==> src/rtl/uart_pkg.sv <==
`default_nettype none
// +----------------------------------------------------------------------+
// | Module  : uart_pkg                                                   |
// | Purpose : Shared UART constants: parity encodings, one-hot receive   |
// |           state codes, bit timing and the parity-bit helper.         |
// | Revision: 1.0  initial release                                       |
// +----------------------------------------------------------------------+
package uart_pkg;

  // Par control encodings, identical on the transmit and receive side
  localparam logic [1:0] pPar_Odd   = 2'd0;
  localparam logic [1:0] pPar_Even  = 2'd1;
  localparam logic [1:0] pPar_Space = 2'd2;
  localparam logic [1:0] pPar_Mark  = 2'd3;

  // One-hot receive state codes; bit order matches the state flag ports
  localparam logic [4:0] pIdle   = 5'b00001;
  localparam logic [4:0] pStart  = 5'b00010;
  localparam logic [4:0] pShift  = 5'b00100;
  localparam logic [4:0] pParity = 5'b01000;
  localparam logic [4:0] pStop   = 5'b10000;

  // CE_16x ticks per serial bit
  localparam int unsigned pTicksPerBit = 16;

  typedef enum logic [4:0] {
    RX_IDLE   = pIdle,
    RX_START  = pStart,
    RX_SHIFT  = pShift,
    RX_PARITY = pParity,
    RX_STOP   = pStop
  } rx_state_e;

  // Parity bit a transmitter places after the data bits
  function automatic logic par_bit(input logic [7:0] data, input logic [1:0] par);
    logic p;
    case (par)
      pPar_Odd:   p = ~(^data);
      pPar_Even:  p = ^data;
      pPar_Space: p = 1'b0;
      default:    p = 1'b1;
    endcase
    return p;
  endfunction

endpackage
`default_nettype wire

==> src/rtl/uart_rxd_vote.sv <==
`default_nettype none
// +----------------------------------------------------------------------+
// | Module  : uart_rxd_vote                                              |
// | Purpose : RxD 2-flop synchronizer plus 3-sample majority vote.       |
// |           RxD_Vote is the majority of the current synchronized       |
// |           sample and the two before it.                              |
// | Revision: 1.0  initial release                                       |
// +----------------------------------------------------------------------+
module uart_rxd_vote (
  input  logic Clk,
  input  logic Rst,
  input  logic CE_16x,
  input  logic RxD,
  output logic RxD_Sync,
  output logic RxD_Vote
);

  logic       sync1_q, sync1_d;
  logic       sync2_q, sync2_d;
  logic [1:0] hist_q,  hist_d;

  // Advance the synchronizer and sample history on each 16x tick only
  always_comb begin
    sync1_d = sync1_q;
    sync2_d = sync2_q;
    hist_d  = hist_q;
    if (CE_16x) begin
      sync1_d = RxD;
      sync2_d = sync1_q;
      hist_d  = {hist_q[0], sync2_q};
    end
  end

  // Line idles high, so every stage resets to 1
  always_ff @(posedge Clk) begin
    if (Rst) begin
      sync1_q <= 1'b1;
      sync2_q <= 1'b1;
      hist_q  <= 2'b11;
    end else begin
      sync1_q <= sync1_d;
      sync2_q <= sync2_d;
      hist_q  <= hist_d;
    end
  end

  assign RxD_Sync = sync2_q;
  assign RxD_Vote = (hist_q[1] & hist_q[0]) | (hist_q[1] & sync2_q) | (hist_q[0] & sync2_q);

endmodule
`default_nettype wire

==> src/rtl/uart_rxsm.sv <==
`default_nettype none
// +----------------------------------------------------------------------+
// | Module  : uart_rxsm                                                  |
// | Purpose : UART receive state machine. Frames start/data/parity/stop  |
// |           at 16x oversampling, checks parity/framing, detects break  |
// |           and writes each character to the receive FIFO.             |
// | Revision: 1.0  initial release                                       |
// +----------------------------------------------------------------------+
module uart_rxsm
  import uart_pkg::*;
#(
  parameter logic [3:0] pSampleTick = 4'd8
) (
  input  logic       Clk,
  input  logic       Rst,
  input  logic       CE_16x,
  input  logic       Len,
  input  logic       NumStop,
  input  logic       ParEn,
  input  logic [1:0] Par,
  input  logic       RxD,
  output logic [7:0] RHR,
  output logic       RF_WE,
  output logic       PE,
  output logic       FE,
  output logic       Brk,
  output logic       RxIdle,
  output logic       RxStart,
  output logic       RxShift,
  output logic       RxParity,
  output logic       RxStop
);

  rx_state_e  state_q, state_d;
  logic [3:0] tick_q, tick_d;
  logic [2:0] bit_q, bit_d;
  logic       stop2_q, stop2_d;    // first of two stop bits already voted
  logic       brkw_q, brkw_d;      // break reported, waiting for line high
  logic [7:0] data_q, data_d;
  logic       pbit_q, pbit_d;      // received parity bit
  logic       fe_acc_q, fe_acc_d;  // a 0 seen on an earlier stop bit
  logic       len_q, len_d;
  logic       nstop_q, nstop_d;
  logic       paren_q, paren_d;
  logic [1:0] par_q, par_d;
  logic [7:0] rhr_q, rhr_d;
  logic       pe_q, pe_d;
  logic       fe_q, fe_d;
  logic       brk_q, brk_d;
  logic       rf_we;

  logic w_sync, w_vote, w_sample, w_last_bit, w_fe_now, w_brk_now;

  uart_rxd_vote u_vote (
    .Clk      (Clk),
    .Rst      (Rst),
    .CE_16x   (CE_16x),
    .RxD      (RxD),
    .RxD_Sync (w_sync),
    .RxD_Vote (w_vote)
  );

  assign w_sample   = CE_16x && (tick_q == pSampleTick + 4'd1);
  assign w_last_bit = (bit_q == (len_q ? 3'd6 : 3'd7));
  assign w_fe_now   = fe_acc_q | ~w_vote;
  assign w_brk_now  = w_fe_now && (data_q == 8'h00) && (!paren_q || !pbit_q);

  // Next-state logic; nothing advances without a 16x tick or during reset
  always_comb begin
    state_d  = state_q;
    tick_d   = tick_q;
    bit_d    = bit_q;
    stop2_d  = stop2_q;
    brkw_d   = brkw_q;
    data_d   = data_q;
    pbit_d   = pbit_q;
    fe_acc_d = fe_acc_q;
    len_d    = len_q;
    nstop_d  = nstop_q;
    paren_d  = paren_q;
    par_d    = par_q;
    rhr_d    = rhr_q;
    pe_d     = pe_q;
    fe_d     = fe_q;
    brk_d    = brk_q;
    rf_we    = 1'b0;
    if (CE_16x && !Rst) begin
      // Tick counter free-runs (wrapping at 16) while a frame is in progress
      if (state_q != RX_IDLE && !brkw_q) begin
        tick_d = tick_q + 4'd1;
      end
      case (state_q)
        RX_IDLE: begin
          if (!w_sync) begin
            len_d    = Len;
            nstop_d  = NumStop;
            paren_d  = ParEn;
            par_d    = Par;
            tick_d   = 4'd0;
            data_d   = 8'h00;
            pbit_d   = 1'b0;
            fe_acc_d = 1'b0;
            stop2_d  = 1'b0;
            state_d  = RX_START;
          end
        end
        RX_START: begin
          if (w_sample) begin
            if (w_vote) begin
              state_d = RX_IDLE;
            end else begin
              bit_d   = 3'd0;
              state_d = RX_SHIFT;
            end
          end
        end
        RX_SHIFT: begin
          if (w_sample) begin
            data_d[bit_q] = w_vote;
            bit_d         = bit_q + 3'd1;
            if (w_last_bit) begin
              state_d = paren_q ? RX_PARITY : RX_STOP;
            end
          end
        end
        RX_PARITY: begin
          if (w_sample) begin
            pbit_d  = w_vote;
            state_d = RX_STOP;
          end
        end
        RX_STOP: begin
          if (brkw_q) begin
            if (w_sync) begin
              brkw_d  = 1'b0;
              state_d = RX_IDLE;
            end
          end else if (w_sample) begin
            if (nstop_q && !stop2_q) begin
              stop2_d  = 1'b1;
              fe_acc_d = ~w_vote;
            end else begin
              rf_we  = 1'b1;
              rhr_d  = w_brk_now ? 8'h00 : data_q;
              pe_d   = paren_q && (pbit_q != par_bit(data_q, par_q));
              fe_d   = w_fe_now;
              brk_d  = w_brk_now;
              brkw_d = w_brk_now;
              if (!w_brk_now) begin
                state_d = RX_IDLE;
              end
            end
          end
        end
        default: state_d = RX_IDLE;
      endcase
    end
  end

  // All receiver state, format latches and held status
  always_ff @(posedge Clk) begin
    if (Rst) begin
      state_q  <= RX_IDLE;
      tick_q   <= 4'd0;
      bit_q    <= 3'd0;
      stop2_q  <= 1'b0;
      brkw_q   <= 1'b0;
      data_q   <= 8'h00;
      pbit_q   <= 1'b0;
      fe_acc_q <= 1'b0;
      len_q    <= 1'b0;
      nstop_q  <= 1'b0;
      paren_q  <= 1'b0;
      par_q    <= pPar_Odd;
      rhr_q    <= 8'h00;
      pe_q     <= 1'b0;
      fe_q     <= 1'b0;
      brk_q    <= 1'b0;
    end else begin
      state_q  <= state_d;
      tick_q   <= tick_d;
      bit_q    <= bit_d;
      stop2_q  <= stop2_d;
      brkw_q   <= brkw_d;
      data_q   <= data_d;
      pbit_q   <= pbit_d;
      fe_acc_q <= fe_acc_d;
      len_q    <= len_d;
      nstop_q  <= nstop_d;
      paren_q  <= paren_d;
      par_q    <= par_d;
      rhr_q    <= rhr_d;
      pe_q     <= pe_d;
      fe_q     <= fe_d;
      brk_q    <= brk_d;
    end
  end

  // Character and status are presented in the same cycle as the strobe so
  // the FIFO captures them on RF_WE; they are held in registers afterwards.
  assign RF_WE    = rf_we;
  assign RHR      = rhr_d;
  assign PE       = pe_d;
  assign FE       = fe_d;
  assign Brk      = brk_d;
  assign RxIdle   = (state_q == RX_IDLE);
  assign RxStart  = (state_q == RX_START);
  assign RxShift  = (state_q == RX_SHIFT);
  assign RxParity = (state_q == RX_PARITY);
  assign RxStop   = (state_q == RX_STOP);

endmodule
`default_nettype wire

==> config.mk <==
export PLATFORM = sky130hd
export DESIGN_NAME = uart_rxsm
export DESIGN_NICKNAME = d
export VERILOG_FILES = /design/src/rtl/uart_pkg.sv /design/src/rtl/uart_rxd_vote.sv /design/src/rtl/uart_rxsm.sv
export SDC_FILE = /design/constraint.sdc
export NUM_CORES = 1
export LEC_CHECK = 0
export BUFFER_PORTS_ARGS = -buffer_cell sky130_fd_sc_hd__buf_2
export CAP_MARGIN = 5
export CORE_ASPECT_RATIO = 0.5
export CORE_UTILIZATION = 35
export DETAILED_ROUTE_END_ITERATION = 6
export HOLD_SLACK_MARGIN = 0.05
export SYNTH_ARGS = -nofsm -noshare
export SYNTH_HDL_FRONTEND = slang
export SYNTH_SLANG_ARGS = --single-unit
export TNS_END_PERCENT = 5
==> constraint.sdc <==
create_clock -name Clk -period 5.66 [get_ports Clk]
set_input_delay 0.566 -clock Clk [delete_from_list [all_inputs] [get_ports Clk]]
set_output_delay 0.566 -clock Clk [all_outputs]
set_load 0.01 [all_outputs]
==> flow_metrics.tcl <==
set metrics [dict create \
    run_status "finished clean" \
    static-leakage-power_nw 0.9871 \
    critical_path.n_buffers_inverters 4 \
    element_type_at_the_critical_path_end "output port" \
    timing.final.hold_violations 0 \
    synth.net_count 277 \
    cts-hold-fix-buffers 0 \
    maxSlewHeadroom 0.3957 \
    vias_after_detailed_routing 1947 \
    finalClockSkew_ns 0.002534 \
    netlist_top_cells_count "sky130_fd_sc_hd__dfxtp_1, sky130_fd_sc_hd__nand2_1, sky130_fd_sc_hd__inv_1, sky130_fd_sc_hd__nor2_1, sky130_fd_sc_hd__a21oi_1" \
    place.gp.congestion 0.8374 \
    worst_setup_path_start_kind "input port" \
    grt_pass1_vias 1859 \
    setup-tns-final_ns 0 \
    worstHoldEndpoint "paren_q" \
    critPathSlowestCell "sky130_fd_sc_hd__clkinv_1" \
    critical_path.top_delay_family "buffers and inverters" \
    post_layout_nets 299 \
    timing.critical_path.required_ns 5.09 \
    synth_area_leaders "sky130_fd_sc_hd__dfxtp_1, sky130_fd_sc_hd__nand2_1, sky130_fd_sc_hd__mux2i_1, sky130_fd_sc_hd__ha_1, sky130_fd_sc_hd__a22o_1" \
    synth.ff_latch_count 44 \
    ant_nets 0 \
    critical-path-top-cell-by-count "sky130_fd_sc_hd__buf_2" \
    combinational_family_with_the_most_area_after_synthesis "simple AND/OR/NAND/NOR gates" \
    post-cts-setup-buffers 0 \
    clockRootBuffer "sky130_fd_sc_hd__clkbuf_16" \
    drv_slew 0 \
    initial_antenna_violation_count 0 \
    route.detailed.vias_per_inst 5.248 \
    irDropWorstVdd_mv 0.1011 \
    synth_top_area_frac 0.3913 \
    critical_path.reg2reg.endpoint "rhr_q[3]" \
    post-route-drc-count 0 \
    worst-path-max-fanout 22 \
    fin_crit_sh 0.6007 \
    fp.dieH_um 58.71 \
    grt.total_usage 0.1715 \
    grt_max_degree 23 \
    clk-insertion-delay-late_ns 0.28 \
    holdCritPathClass "in2reg" \
    drt_iter0_drc 84 \
    timing.reg2reg.setup_slack_ns 3.34 \
    worstHoldStart "ParEn" \
    rsz_0062_raised_after_global_routing "false" \
    synth.yosys.seq_area_share 0.3913 \
    clk_pin_slew_worst_paths_ns 0.06 \
    tritoncts "yes" \
    post-synth-top-count-cell "sky130_fd_sc_hd__dfxtp_1" \
    synth_simple_gate_area_share 0.2501 \
    pwr_density_cell_nw_per_um2 251.1 \
    insertedDiodeCount 0 \
    synth_enable_flop_cells 0 \
    share_of_final_layout_standard_cells_stronger_than_drive_strength_1 0.1519 \
    synth.avg_cell_area_um2 8.624 \
    grt_first_pass_wirelength_um 8928 \
    fp-row-count 20 \
    cts_htree_levels 2 \
    hpwlAfterDp_um 4019 \
    portBuffers 25 \
    cts.sinks 44 \
    share_of_cell_area_taken_by_muxes_after_synthesis 0.05948 \
    top_level_ports 26 \
    setup_viol 0 \
    synth_warnings 0 \
    proportion_of_register_bits_with_asynchronous_set_or_reset_after_synthesis 0 \
    finalHoldWorstSlack_ns 0.4733 \
    synth_area_um2 2251 \
    final_period_minus_worst_setup_slack_ns 3.400 \
    detailedRoute.firstPassIterationCount 4 \
    cts.repair.resized 0 \
    die_area_um2 6775 \
    wire_per_inst_um 14.54 \
    area_delta_synth_final_pct 14.56 \
    timing.setup.critical_path_class "in2out" \
    yosysUniqueCellTypes 53 \
    globalRoute.totalOverflow 0 \
    core_region_area_um2 6131 \
    synthDominantAreaCellType "sky130_fd_sc_hd__dfxtp_1" \
    die_width_um 115.4 \
    ff2ff_path_depth 6 \
    compound_cell_area_share_of_the_yosys_netlist 0.1723 \
    cp_data_arrival_time_ns 2.83 \
    max-cap-violations 0 \
    crit_reg_reg_startpoint "tick_q[0]" \
    synth-xor-area-share 0.03113 \
    synth_flop_cell "sky130_fd_sc_hd__dfxtp_1" \
    post_synth_adder_cell_area 0.04391 \
    cts_made_buffers 5 \
    drt_wl_total_um 5394 \
    hold-path-cell-count 3 \
    clock.fmax_mhz 294.1 \
    max_slew.worst_pin.slew_ns 0.8990 \
    netlist_instances 261 \
    fillers 618 \
    crit_path_cell_trace "buf_2, clkinv_1, nand2_1, or3_1, inv_2, nor2_1, a21oi_1, buf_2" \
    cpPeakStageDelay_ns 0.55 \
    max-clock-path-buffers 2 \
    initial_core_util 0.3671 \
]
-- power by group --
group          total [mW]  internal [mW]  switching [mW]
Sequential          0.323          0.316         0.00714
Combinational      0.0490         0.0185          0.0306
Clock               0.276          0.160           0.115
-- worst max path at each step --
stage / to / slack, ns / cells after the start / from
final: FE / 2.26 / 8 / Rst
after global routing: FE / 2.00 / 8 / Rst
after CTS: Brk / 2.22 / 8 / Rst
after detailed placement: Brk / 2.22 / 8 / Rst
after global placement: Brk / 2.39 / 8 / Rst
after floorplan: FE / 3.29 / 8 / tick_q[0]
-- worst min-delay path: cells and delay by family --
| kind | cells | cell delay, ns |
|---|---|---|
| buffers and inverters | 1 | 0.07 |
| and+or+nand+nor | 1 | 0.03 |
| AOI/OAI and AO/OA | 1 | 0.05 |
-- kinds of logic (layout without fill, tap and decap cells) --
| group | Yosys count | after routing |
|---|---|---|
| and+or+nand+nor | 103 | 103 |
| AOI/OAI and AO/OA | 55 | 55 |
| DFF | 44 | 44 |
| xor gates and xnor gates | 8 | 8 |
| muxes | 13 | 13 |
| adders and majority gates | 8 | 8 |
| buffers and inverters | 30 | 52 |
-- layout make-up --
cell class / instances / area (µm²) / area share
multi-input combinational: 187 / 1254 / 0.4862
clock inverter: 1 / 5.005 / 0.001941
tap: 88 / 110.1 / 0.04270
clock buffer: 6 / 128.9 / 0.04998
timing repair buffer: 25 / 125.1 / 0.04852
inverter: 20 / 75.07 / 0.02911
sequential: 44 / 880.8 / 0.3416
-- flip-flops by register name (all words and copies together) (netlist names), 2 cells and up --
| name | cells |
|---|---|
| data_q | 8 |
| rhr_q | 8 |
| state_q | 5 |
| tick_q | 4 |
| bit_q | 3 |
| par_q | 2 |
| u_vote.hist_q | 2 |
-- per-stage QoR --
stage               setup slack, ns  cell area, µm²  power (mW)  utilization  std cells
floorplan                     3.290            2251      0.3636            -        261
CTS                           2.216            2579      0.6511       0.4206        371
global route                  2.003            2579      0.6721       0.4206        371
global placement              2.391            2445      0.3769       0.3988        364
finish                        2.260            2579      0.6476       0.4206        371
detailed placement            2.224            2445      0.3787       0.3988        364
-- cells in the final DEF (no fill, tap or decap), types with 5 or more instances in the layout --
| master | n |
|---|---|
| sky130_fd_sc_hd__and2_1 | 10 |
| sky130_fd_sc_hd__mux2i_1 | 10 |
| sky130_fd_sc_hd__xnor2_1 | 5 |
| sky130_fd_sc_hd__a21oi_1 | 11 |
| sky130_fd_sc_hd__o211ai_1 | 5 |
| sky130_fd_sc_hd__ha_1 | 7 |
| sky130_fd_sc_hd__buf_2 | 25 |
| sky130_fd_sc_hd__a22o_1 | 8 |
| sky130_fd_sc_hd__nand3_1 | 5 |
| sky130_fd_sc_hd__nand2_1 | 30 |
| sky130_fd_sc_hd__inv_1 | 18 |
| sky130_fd_sc_hd__nor2b_1 | 6 |
| sky130_fd_sc_hd__clkbuf_16 | 5 |
| sky130_fd_sc_hd__nand4_1 | 5 |
| sky130_fd_sc_hd__nor2_1 | 17 |
| sky130_fd_sc_hd__dfxtp_1 | 44 |
| sky130_fd_sc_hd__o21ai_0 | 9 |
-- layer usage --
metal,track usage,wire length (µm),vias to the layer above
met4,0.05009,51,0
li1,-,-,973
met2,0.2917,2403,35
met1,0.2226,2714,934
met5,0,0,-
met3,0.03502,225,5
(Power assumes the default switching activity.)
